[src/rtl/detect_share_sched_pkg.sv]
// Shared types, defaults and width helpers for the shared zero/one detect scheduler.
package detect_sched_pkg;

    localparam int unsigned DEF_NEED_ZEROS = 2;
    localparam int unsigned DEF_NEED_ONES  = 2;

    typedef enum logic [1:0] {
        IDLE   = 2'd0,
        SHIFT  = 2'd1,
        REPORT = 2'd2
    } state_t;

    // Width able to hold a frame length of 0..max_len.
    function automatic int unsigned len_width(input int unsigned max_len);
        return $clog2(max_len + 1);
    endfunction

    // Width of a counter saturating at n (at least one bit).
    function automatic int unsigned cnt_width(input int unsigned n);
        return (n < 1) ? 1 : $clog2(n + 1);
    endfunction

endpackage

[src/rtl/detect_share_sched_zero_one_tracker.sv]
// Serial detector: saturating zero/one counters with a sticky hit and the index where it first rose.
module zero_one_tracker
    import detect_sched_pkg::*;
#(
    parameter int unsigned NEED_ZEROS = DEF_NEED_ZEROS,
    parameter int unsigned NEED_ONES  = DEF_NEED_ONES,
    parameter int unsigned IDXW       = 5
) (
    input  logic            Clock,
    input  logic            Resetn,
    input  logic            clr,
    input  logic            en,
    input  logic            bit_in,
    input  logic [IDXW-1:0] idx,
    output logic            hit,
    output logic [IDXW-1:0] hit_pos
);

    localparam int unsigned ZW = cnt_width(NEED_ZEROS);
    localparam int unsigned OW = cnt_width(NEED_ONES);
    localparam logic [ZW-1:0] ZSAT = ZW'(NEED_ZEROS);
    localparam logic [OW-1:0] OSAT = OW'(NEED_ONES);

    logic [ZW-1:0]   zeros_q, zeros_d;
    logic [OW-1:0]   ones_q,  ones_d;
    logic            hit_q,   hit_d;
    logic [IDXW-1:0] pos_q,   pos_d;

    // Next-state: clear wins over a new bit; thresholds are tested with the new bit included.
    always_comb begin
        zeros_d = zeros_q;
        ones_d  = ones_q;
        hit_d   = hit_q;
        pos_d   = pos_q;
        if (clr) begin
            zeros_d = '0;
            ones_d  = '0;
            hit_d   = 1'b0;
            pos_d   = '0;
        end else if (en) begin
            if (bit_in) begin
                if (ones_q < OSAT) ones_d = ones_q + 1'b1;
            end else begin
                if (zeros_q < ZSAT) zeros_d = zeros_q + 1'b1;
            end
            if (!hit_q && (zeros_d >= ZSAT) && (ones_d >= OSAT)) begin
                hit_d = 1'b1;
                pos_d = idx;
            end
        end
    end

    // Detector state registers.
    always_ff @(posedge Clock or negedge Resetn) begin
        if (!Resetn) begin
            zeros_q <= '0;
            ones_q  <= '0;
            hit_q   <= 1'b0;
            pos_q   <= '0;
        end else begin
            zeros_q <= zeros_d;
            ones_q  <= ones_d;
            hit_q   <= hit_d;
            pos_q   <= pos_d;
        end
    end

    assign hit     = hit_q;
    assign hit_pos = pos_q;

endmodule

[src/rtl/detect_share_sched.sv]
// Round-robin scheduler feeding one requester frame at a time, LSB first, through a shared zero/one detector.
module detect_share_sched
    import detect_sched_pkg::*;
#(
    parameter  int unsigned NREQ       = 4,
    parameter  int unsigned MAX_LEN    = 16,
    parameter  int unsigned NEED_ZEROS = DEF_NEED_ZEROS,
    parameter  int unsigned NEED_ONES  = DEF_NEED_ONES,
    localparam int unsigned LENW       = len_width(MAX_LEN)
) (
    input  logic                    Clock,
    input  logic                    Resetn,
    input  logic [NREQ-1:0]         req,
    input  logic [NREQ*MAX_LEN-1:0] req_data,
    input  logic [NREQ*LENW-1:0]    req_len,
    output logic                    busy,
    output logic [NREQ-1:0]         grant,
    output logic [NREQ-1:0]         ack,
    output logic                    hit,
    output logic [LENW-1:0]         hit_pos
);

    localparam int unsigned PW = $clog2(NREQ);

    state_t               state_q, state_d;
    logic [PW-1:0]        ptr_q,   ptr_d;
    logic [PW-1:0]        owner_q, owner_d;
    logic [MAX_LEN-1:0]   frame_q, frame_d;
    logic [LENW-1:0]      len_q,   len_d;
    logic [LENW-1:0]      cnt_q,   cnt_d;

    logic                 win_found;
    logic [PW-1:0]        win_idx;
    logic [LENW-1:0]      win_len_raw;
    logic [LENW-1:0]      win_len;
    logic                 det_hit;
    logic [LENW-1:0]      det_pos;

    // Arbiter: first asserted request at or after the pointer, wrapping around.
    always_comb begin : arb
        int unsigned cand;
        win_found = 1'b0;
        win_idx   = '0;
        cand      = 0;
        for (int unsigned k = 0; k < NREQ; k++) begin
            cand = (32'(ptr_q) + k) % NREQ;
            if (!win_found && req[cand]) begin
                win_found = 1'b1;
                win_idx   = PW'(cand);
            end
        end
    end

    assign win_len_raw = req_len[32'(win_idx)*LENW +: LENW];
    assign win_len     = (win_len_raw > LENW'(MAX_LEN)) ? LENW'(MAX_LEN) : win_len_raw;

    // FSM and datapath next-state: latch winner in IDLE, shift exactly len bits, report for one cycle.
    always_comb begin
        state_d = state_q;
        ptr_d   = ptr_q;
        owner_d = owner_q;
        frame_d = frame_q;
        len_d   = len_q;
        cnt_d   = cnt_q;
        case (state_q)
            IDLE: begin
                if (win_found) begin
                    owner_d = win_idx;
                    frame_d = req_data[32'(win_idx)*MAX_LEN +: MAX_LEN];
                    len_d   = win_len;
                    cnt_d   = '0;
                    state_d = (win_len == '0) ? REPORT : SHIFT;
                end
            end
            SHIFT: begin
                frame_d = frame_q >> 1;
                cnt_d   = cnt_q + 1'b1;
                if (cnt_d == len_q) state_d = REPORT;
            end
            REPORT: begin
                ptr_d   = (owner_q == PW'(NREQ - 1)) ? '0 : owner_q + 1'b1;
                state_d = IDLE;
            end
            default: state_d = IDLE;
        endcase
    end

    // Scheduler state registers.
    always_ff @(posedge Clock or negedge Resetn) begin
        if (!Resetn) begin
            state_q <= IDLE;
            ptr_q   <= '0;
            owner_q <= '0;
            frame_q <= '0;
            len_q   <= '0;
            cnt_q   <= '0;
        end else begin
            state_q <= state_d;
            ptr_q   <= ptr_d;
            owner_q <= owner_d;
            frame_q <= frame_d;
            len_q   <= len_d;
            cnt_q   <= cnt_d;
        end
    end

    // Detector is held clear while idle so every frame starts fresh.
    zero_one_tracker #(
        .NEED_ZEROS (NEED_ZEROS),
        .NEED_ONES  (NEED_ONES),
        .IDXW       (LENW)
    ) u_tracker (
        .Clock   (Clock),
        .Resetn  (Resetn),
        .clr     (state_q == IDLE),
        .en      (state_q == SHIFT),
        .bit_in  (frame_q[0]),
        .idx     (cnt_q),
        .hit     (det_hit),
        .hit_pos (det_pos)
    );

    assign busy    = (state_q != IDLE);
    assign grant   = busy ? (NREQ'(1) << owner_q) : '0;
    assign ack     = (state_q == REPORT) ? grant : '0;
    assign hit     = (state_q == REPORT) && det_hit;
    assign hit_pos = (state_q == REPORT) ? det_pos : '0;

endmodule

[config.mk]
export PLATFORM = sky130hd
export DESIGN_NAME = detect_share_sched
export DESIGN_NICKNAME = d
export VERILOG_FILES = /design/src/rtl/detect_share_sched_pkg.sv /design/src/rtl/detect_share_sched_zero_one_tracker.sv /design/src/rtl/detect_share_sched.sv
export SDC_FILE = /design/constraint.sdc
export NUM_CORES = 1
export LEC_CHECK = 0
export ABC_AREA = 1
export ABC_CLOCK_PERIOD_IN_PS = 2420
export BUFFER_PORTS_ARGS = -buffer_cell sky130_fd_sc_hd__buf_2
export CAP_MARGIN = 5
export CELL_PAD_IN_SITES_DETAIL_PLACEMENT = 1
export CELL_PAD_IN_SITES_GLOBAL_PLACEMENT = 2
export CORE_ASPECT_RATIO = 0.8
export CORE_MARGIN = 2
export CORE_UTILIZATION = 26
export CTS_CLUSTER_DIAMETER = 80
export DETAILED_ROUTE_END_ITERATION = 8
export PLACE_DENSITY = 0.82
export REMOVE_ABC_BUFFERS = 1
export SLEW_MARGIN = 20
export SYNTH_ARGS = -nofsm -noshare
export SYNTH_HDL_FRONTEND = slang
export SYNTH_SLANG_ARGS = --single-unit
[constraint.sdc]
create_clock -name Clock -period 2.42 [get_ports Clock]
set_input_delay 0.484 -clock Clock [delete_from_list [all_inputs] [get_ports Clock]]
set_output_delay 0.484 -clock Clock [all_outputs]
set_load 0.1 [all_outputs]
==> results of run 1 <==
[worst max-delay path: cells and delay by family (launching register included)]
family / cells / cell delay [ns]
AOI/OAI and AO/OA: 2 / 0.24
DFF: 1 / 0.47
buffers and inverters: 2 / 0.40
and+or+nand+nor: 9 / 0.97
[registers in the layout (all words and copies together) (netlist names)]
signal             cells
frame_q               16
cnt_q                  5
len_q                  5
u_tracker.hit_pos      5
owner_q                2
ptr_q                  2
state_q                2
u_tracker.ones_q       2
u_tracker.zeros_q      2
u_tracker.hit          1
[logic make-up (layout without fill, tap and decap cells)]
logic type | after synthesis | count (layout)
and+or+nand+nor | 245 | 245
AOI/OAI and AO/OA | 68 | 68
adders and majority gates | 7 | 7
DFF | 42 | 42
xor gates and xnor gates | 4 | 4
buffers and inverters | 86 | 203
[routing by layer]
layer / vias to the layer above / GRT usage
met1: 1526 / 0.222
met3: 5 / 0.0271
met2: 61 / 0.268
li1: 1693 / -
met4: 0 / 0.0282
met5: - / 0
[cell type report]
type                       instances  area, µm²
sequential                        42       1050
multi-input combinational        324       1650
tap                              148        185
clock buffer                       6        139
timing repair buffer             124        846
fill                            1488       7320
inverter                          73        282
[repair_timing]
action,in CTS,in global routing
endpoints found under the hold margin,1,0
gates resized for setup,1,5
hold buffers,1,0
setup endpoints to repair,1,33
pin swaps,0,3
buffers inserted,0,3
cloned,0,0
[power by group through the flow]
stage               registers (mW)  clock network [mW]  logic, mW
global route                  1.29               0.700       5.35
CTS                           1.25               0.671       4.72
floorplan                     1.20                   0       3.18
detailed placement            1.26                   0       4.70
global placement              1.24                   0       4.54
finish                        1.24               0.654       4.74
[layout by cell type, fill, tap and decap left out, drive strengths merged]
cell type,n
xor2,3
buf,123
xnor2,1
inv,72
ha,7
a211oi,1
o2111ai,2
nand4,9
o21ai,15
dfrtp,42
o32ai,1
nor2,30
nand2,163
clkbuf,6
a21oi,18
o211ai,6
nand3,36
or2,7
dlygate4sd3,1
o41ai,1
clkinv,1
o221ai,11
o22ai,13
[synth_stat cells]
| cell | instances |
|---|---|
| inv_2 | 6 |
| o2111ai_1 | 2 |
| nand4_1 | 9 |
| o211ai_1 | 6 |
| or2_2 | 4 |
| o32ai_1 | 1 |
| clkinv_1 | 2 |
| buf_2 | 4 |
| o22ai_1 | 13 |
| nand2_2 | 4 |
| or2_1 | 3 |
| inv_6 | 1 |
| inv_1 | 64 |
| nand3_1 | 32 |
| nor2_4 | 2 |
| o41ai_1 | 1 |
| nand3_2 | 2 |
| nand2_1 | 158 |
| xor2_1 | 3 |
| o21ai_0 | 15 |
| nand3_4 | 2 |
| a21oi_2 | 1 |
| xnor2_1 | 1 |
| buf_6 | 3 |
| a21oi_1 | 17 |
| clkbuf_1 | 3 |
| nand2_4 | 1 |
| ha_1 | 7 |
| o221ai_1 | 11 |
| dfrtp_1 | 42 |
| nor2_1 | 24 |
| a211oi_1 | 1 |
| buf_4 | 3 |
| nor2_2 | 4 |
[final timing paths]
| path | end | slack [ns] | cells after the start |
|---|---|---|---|
| worst max-delay path | frame_q[6]$_DFFE_PN0P_ | 0.18 | 13 |
| worst min-delay path | frame_q[8]$_DFFE_PN0P_ | 0.47 | 3 |
| worst max register to register | frame_q[6]$_DFFE_PN0P_ | 0.18 | 13 |
| worst min register to register | frame_q[2]$_DFFE_PN0P_ | 0.50 | 2 |
| max in group asynchronous | frame_q[11]$_DFFE_PN0P_ | 1.41 | 3 |
| min in group asynchronous | frame_q[1]$_DFFE_PN0P_ | 0.53 | 2 |
==> results.yml, run 1 <==
timing:
  finalMaxSlewViolations: 0
  slew_headroom: 0.525
  min_period_over_period: 0.926
  finalSetupViolCount: 0
  holdWs_ns: 0.469
  fin_crit_ns: 2.24
  finClkSkew_ns: 0.00357
  rsz0062_at_grt: "no"
  setup_slack_ns: 0.180
  fmax_mhz: 446
  hold_viol_final: 0
  max_slew.worst_pin.slew_ns: 0.704
  tns_ns: 0
pwr:
  comb_power_share: 0.714
  power_leakage_nw: 2.18
  clkPwrFrac: 0.098
  intPower_mw: 3.03
  p_seq_frac: 0.188
  switching_share: 0.543
  peakVddDrop_mv: 0.532
  powerDensity_nw_per_um2: 1600
  power.switching_mw: 3.60
  power_mw: 6.64
critical_path:
  crit_fanout: 31
  cpMaxStageDelayCell: "dfrtp_2"
  r2r-start: "ptr_q[0]$_DFFE_PN0P_"
  crit_path_max_incr_delay_ns: 0.47
  cp-end-kind: "register"
  startpoint: "ptr_q[0]$_DFFE_PN0P_"
  worst-setup-path-type: "reg -> reg"
  cp.required_ns: 2.56
  cpMostUsedCell: "nand2_1"
  critPathArrivalTime_ns: 2.38
  start_kind: "register"
  path_cells: "buf_2 > nand2_1 > nand2_1 > nand2_1 > nand2_1 > nand2_1 > nand2_1 > nand2_2 > nand3_4 > buf_12 > or2_2 > o211ai_1 > o2111ai_1"
yosys:
  synth-seq-cells: 42
  synth_compound_area_frac: 0.142
  ys_warn_count: 0
  synth_area_um2: 3060
  muxShareOfSynthArea: 0
  synth_top_cell_area_share: 0.344
  synth_area_leaders: "dfrtp_1, nand2_1, inv_1"
  synth_xor_area_frac: 0.0115
  synth_fa_ha_area_frac: 0.0287
  synth_simple_gate_area_share: 0.354
  ys_seq_area_frac: 0.344
  synth_top_family_by_area: "simple AND/OR/NAND/NOR gates"
  synth_cell_type_count: 34
  synth_cells: 452
  syn_area_per_cell_um2: 6.76
  synth_largest_area_cell: "dfrtp_1"
grt:
  grt-ovfl-total: 0
  grt_pass1_vias: 3467
  antenna_found_initial: 0
  grt_usage: 0.160
  grt_max_degree: 33
  grt_pass1_wl_um: 16700
final_layout:
  fin_cells: 717
  area.growth.synth_to_final_pct: 36.0
  fin_nets: 667
  final_cell_area_um2: 4160
  drive_gt1_frac: 0.281
  n_antenna_cell: 0
  fin_util: 0.362
clock_network:
  clockRootBuffer: "clkbuf_16"
  cts.sinks: 42
  worst_skew_pair.late_latency_ns: 0.28
  cts_tree: "yes"
  clk_pin_slew_ns: 0.06
  cts_buffers: 5
  htreeDepth: 2
  cts_max_path_buffers: 2
die:
  pin_count: 105
  core_um2: 11500
  die_y_um: 101
  num_rows: 35
  die_width_um: 125
  initial_utilization: 0.266
  die_area_um2: 12600
drt:
  num_vias: 3285
  drtPass1Iterations: 4
  wl_met3_um: 340
  routedWlPerCell_um: 13.9
  wl_met1_um: 4980
  ant_nets: 0
  wl_um: 9930
  drt_iter0_drc: 110
  route.detailed.drc: 0
  dr.max_layer_used: "met4"
  vias_per_cell: 4.58
  met2WireLength_um: 4540
outcome:
  status: "complete, no violations"
placement:
  hpwl_um: 7950
  dp_slack_ns: 0.00794
  place_area_um2: 3970
  port_buffers: 104
  dpl.cell_count: 707
  gp_congestion: 0.772
hold_path:
  hold_class: "in -> reg"
  hp-start: "req_data[8]"
flow_run:
  cap_violations: 0
No activity file was read; power rests on OpenSTA's default activity.
==> run 2, diff against run 1 <==
==> constraint.sdc (replaced) <==
create_clock -name Clock -period 2.42 [get_ports Clock]
set_input_delay 0.726 -clock Clock [delete_from_list [all_inputs] [get_ports Clock]]
set_output_delay 0.726 -clock Clock [all_outputs]
set_load 0.02 [all_outputs]
==> results.yml, run 2 (synthesized netlist as in run 1, its figures left out) <==
grt:
  grt_pass1_vias: 3447
  grt_usage: 0.157
  grt_pass1_wl_um: 16400
  grt-ovfl-total: 0
  antenna_found_initial: 0
  grt_max_degree: 37
die:
  initial_utilization: 0.266
  num_rows: 35
  die_width_um: 125
  die_y_um: 101
  pin_count: 105
  die_area_um2: 12600
  core_um2: 11500
critical_path:
  start_kind: "register"
  cpMaxStageDelayCell: "dfrtp_2"
  critPathArrivalTime_ns: 2.43
  path_cells: "buf_4 > nand2_1 > nand2_1 > nand2_2 > nand2_2 > nor2_4 > nand3_1 > nand3_1 > nand2_2 > buf_4 > nand3_1 > nand2_1 > nor2_2 > nand3_2 > a21oi_2"
  r2r_slack_ns: 0.19
  timing.critical_path.buf_inv: 2
  ff2ff_path_depth: 15
  worst-setup-path-type: "reg -> reg"
  crit_path_max_incr_delay_ns: 0.47
  path_delay_family: "simple AND/OR/NAND/NOR gates"
  path_depth: 15
  cp.required_ns: 2.62
  crit_fanout: 7
  cp-end-kind: "register"
final_layout:
  area.growth.synth_to_final_pct: 36.5
  final_common_cell: "nand2_1"
  top_register: "frame_q"
  mostFrequentLayoutCells: "nand2_1, buf_2, inv_1"
  drive_gt1_frac: 0.309
  n_antenna_cell: 0
  fin_cells: 734
  fin_nets: 683
  largest_reg_flops: 16
pwr:
  powerDensity_nw_per_um2: 1630
  power_leakage_nw: 2.25
  peakVddDrop_mv: 0.703
timing:
  finClkSkew_ns: 0.00607
  hold_viol_final: 0
  min_period_over_period: 0.920
  fin_crit_ns: 2.23
  fmax_mhz: 449
  slew_headroom: 0.455
  holdWs_ns: 0.496
  max_slew.worst_pin.slew_ns: 0.817
  finalSetupViolCount: 0
  finalMaxSlewViolations: 0
clock_network:
  hold_buffers: 0
  clk_pin_slew_ns: 0.06
  cts_tree: "yes"
  cts_buffers: 5
  cts.sinks: 42
  clockRootBuffer: "clkbuf_16"
  cts_max_path_buffers: 2
  worst_skew_pair.late_latency_ns: 0.28
  htreeDepth: 2
placement:
  hpwl_um: 7760
  dpl.cell_count: 723
  gp_congestion: 0.773
  port_buffers: 104
hold_path:
  min_path_cells: 2
  hold_class: "reg -> reg"
drt:
  drt_iter0_drc: 132
  routedWlPerCell_um: 13.5
  wl_um: 9920
  num_vias: 3374
  route.detailed.drc: 0
  vias_per_cell: 4.60
  drtPass1Iterations: 4
  ant_nets: 0
flow_run:
  cap_violations: 0
outcome:
  status: "complete, no violations"
-- run 2: cell types whose count changed in the layout (fill, tap and decap cells not counted), moves of 2 or more --
cell / before / now
nand2_2: 5 / 7
buf_4: 16 / 33
buf_2: 95 / 104
nand2_1: 157 / 155
buf_12: 12 / 3
-- run 2: worst paths after layout --
path                                         from                          endpoint
max                          ptr_q[0]$_DFFE_PN0P_            state_q[1]$_DFFE_PN0P_
min                        frame_q[3]$_DFFE_PN0P_            frame_q[2]$_DFFE_PN0P_
max reg2reg                  ptr_q[0]$_DFFE_PN0P_            state_q[1]$_DFFE_PN0P_
min reg2reg                frame_q[3]$_DFFE_PN0P_            frame_q[2]$_DFFE_PN0P_
max in group asynchronous                  Resetn           frame_q[11]$_DFFE_PN0P_
min in group asynchronous                  Resetn  u_tracker.zeros_q[1]$_DFFE_PN0P_
-- run 2: timing repair --
item | CTS | global route
endpoints found under the setup margin | 1 | 27
pin swaps | 0 | 3
buffers inserted | 0 | 4
gates resized for setup | 1 | 10
-- run 2: worst min-delay path, cell delays in order (launching register included) --
cell,delay [ns]
dfrtp_1,0.35
nand2_1,0.05
o221ai_1,0.06
-- run 2: where the power goes --
group	total (mW)	switching [mW]	leakage, nW	internal (mW)
clock network	0.774	0.265	0.0829	0.509
logic	4.77	2.87	1.64	1.90
registers	1.25	0.205	0.524	1.04
-- run 2: layer usage --
layer,vias up,share of wire,global-route usage
met5,-,0,0
met4,0,0.0049,0.0256
met3,5,0.035,0.0186
met2,69,0.46,0.258
met1,1579,0.50,0.226
li1,1721,-,-
-- run 2: area by class of cell --
cell class / count / area, µm²
clock buffer: 6 / 139
clock inverter: 1 / 30.0
fill: 1513 / 7300
inverter: 73 / 282
multi-input combinational: 324 / 1650
sequential: 42 / 1050
tap: 148 / 185
timing repair buffer: 140 / 828
-- run 2: per-stage QoR --
step	utilization	setup WS (ns)	power, mW	setup TNS, ns	instance area [µm²]
3_3_place_gp	0.344	-0.0524	5.82	-0.0777	3950
2_1_floorplan	-	-0.194	4.06	-1.17	2970
3_5_place_dp	0.344	-0.128	5.97	-0.569	3950
6_report	0.364	0.193	6.79	0	4170
4_1_cts	0.359	0.0487	6.80	0	4120
5_1_grt	0.364	-0.0291	7.54	-0.0368	4170
==> run 3, diff against run 2 <==
--- a/config.mk
+++ b/config.mk
@@ -12,12 +12,10 @@
 export CELL_PAD_IN_SITES_DETAIL_PLACEMENT = 1
 export CELL_PAD_IN_SITES_GLOBAL_PLACEMENT = 2
 export CORE_ASPECT_RATIO = 0.8
-export CORE_MARGIN = 2
 export CORE_UTILIZATION = 26
 export CTS_CLUSTER_DIAMETER = 80
 export DETAILED_ROUTE_END_ITERATION = 8
 export PLACE_DENSITY = 0.82
-export REMOVE_ABC_BUFFERS = 1
 export SLEW_MARGIN = 20
 export SYNTH_ARGS = -nofsm -noshare
 export SYNTH_HDL_FRONTEND = slang
==> results.yml, run 3 (synthesized netlist as in run 1, its figures left out) <==
outcome:
  status: "complete, but fails checks"
  violations: "design-rule violations"
final_layout:
  final_common_cell: "nand2_1"
  n_antenna_cell: 0
  mostFrequentLayoutCells: "nand2_1, buf_2, inv_1"
  fin_util: 0.356
  fin_nets: 670
  largest_reg_flops: 16
  top_register: "frame_q"
  area.growth.synth_to_final_pct: 33.6
  drive_gt1_frac: 0.289
critical_path:
  timing.critical_path.buf_inv: 3
  path_depth: 14
  ff2ff_path_depth: 13
  critPathArrivalTime_ns: 2.34
  cpMostUsedCell: "nand2_1"
  startpoint: "req[3]"
  r2r-start: "ptr_q[0]$_DFFE_PN0P_"
  worst-setup-path-type: "in -> reg"
  path_cells: "buf_2 > inv_1 > nand2_1 > nand3_1 > nand2_1 > nand2_1 > nand2_1 > nand2_2 > nand3_4 > buf_4 > nand2_1 > nand2_1 > a21oi_1 > o221ai_1"
  path_delay_family: "simple AND/OR/NAND/NOR gates"
  cp.required_ns: 2.56
  crit_fanout: 17
  start_kind: "input pin"
  cpMaxStageDelayCell: "buf_4"
  r2r_slack_ns: 0.22
  crit_path_max_incr_delay_ns: 0.27
  cp-end-kind: "register"
timing:
  finalMaxSlewViolations: 0
  hold_viol_final: 0
  fmax_mhz: 455
  slew_headroom: 0.564
  fin_crit_ns: 2.20
  finalSetupViolCount: 0
  max_slew.worst_pin.slew_ns: 0.648
  finClkSkew_ns: 0.00366
  tns_ns: 0
  rsz0062_at_grt: "no"
  min_period_over_period: 0.909
grt:
  grt_usage: 0.172
  grt_pass1_wl_um: 16500
  grt_max_degree: 43
  antenna_found_initial: 0
  grt_pass1_vias: 3442
  grt-ovfl-total: 0
yosys:
  syn_nets: 549
placement:
  gp_congestion: 0.830
  port_buffers: 104
  hpwl_um: 8120
clock_network:
  cts_setup_buffers: 0
  cts_tree: "yes"
  htreeDepth: 2
  cts_max_path_buffers: 2
  cts.sinks: 42
  hold_buffers: 0
  clockRootBuffer: "clkbuf_16"
  worst_skew_pair.late_latency_ns: 0.28
  clk_pin_slew_ns: 0.06
  cts_buffers: 5
die:
  num_rows: 35
  die_y_um: 99.0
  die_area_um2: 12200
  initial_utilization: 0.266
  pin_count: 105
  core_um2: 11500
  die_width_um: 123
pwr:
  power_leakage_nw: 2.19
  peakVddDrop_mv: 0.904
  powerDensity_nw_per_um2: 1630
drt:
  routedWlPerCell_um: 14.0
  ant_nets: 0
  wl_um: 10100
  drt_iter0_drc: 177
  vias_per_cell: 4.64
  drtPass1Iterations: 6
  num_vias: 3347
  route.detailed.drc: 2
hold_path:
  hold_class: "in -> async"
flow_run:
  cap_violations: 0
==> run 3: metrics by stage <==
step	total power, mW	cell area (µm²)	cells	hold WS [ns]	setup WS, ns
final	6.65	4080	722	0.496	0.221
after global routing	7.28	4080	722	0.507	0.0236
after CTS	6.65	4060	722	0.495	0.0921
after detailed placement	5.85	3900	714	0.480	-0.0957
after global placement	5.69	3900	714	0.474	-0.0382
after floorplan	4.30	3060	452	0.430	0.228
==> run 3: final cells by class <==
cell class / instances / area (µm²)
Fill cell: 1475 / 7390
Multi-Input combinational cell: 324 / 1650
Sequential cell: 42 / 1050
Timing Repair Buffer: 127 / 743
Inverter: 73 / 284
Tap cell: 148 / 185
Clock buffer: 6 / 129
Clock inverter: 2 / 37.5
==> run 3: layer usage <==
| layer | track usage | wire length [µm] | vias to the layer above |
|---|---|---|---|
| li1 | - | - | 1698 |
| met1 | 0.244 | 5060 | 1588 |
| met2 | 0.274 | 4680 | 57 |
| met3 | 0.0255 | 282 | 4 |
| met4 | 0.0361 | 54 | 0 |
| met5 | 0 | 0 | - |
==> run 3: final timing paths <==
kind / to
min in group Clock: frame_q[10]$_DFFE_PN0P_
max in group asynchronous: ptr_q[0]$_DFFE_PN0P_
min: u_tracker.hit_pos[2]$_DFFE_PN0P_
max: frame_q[0]$_DFFE_PN0P_
max reg2reg: frame_q[0]$_DFFE_PN0P_
min reg2reg: frame_q[10]$_DFFE_PN0P_
==> run 3: where the power goes <==
part           internal, mW  switching (mW)
clock network         0.487           0.275
registers              1.04           0.208
logic                  1.74            2.90
total                  3.27            3.38
==> run 3: what timing repair did <==
item,4_1_cts,5_1_grt
gates resized for setup,0,6
hold endpoints to repair,0,0
endpoints found under the setup margin,0,22
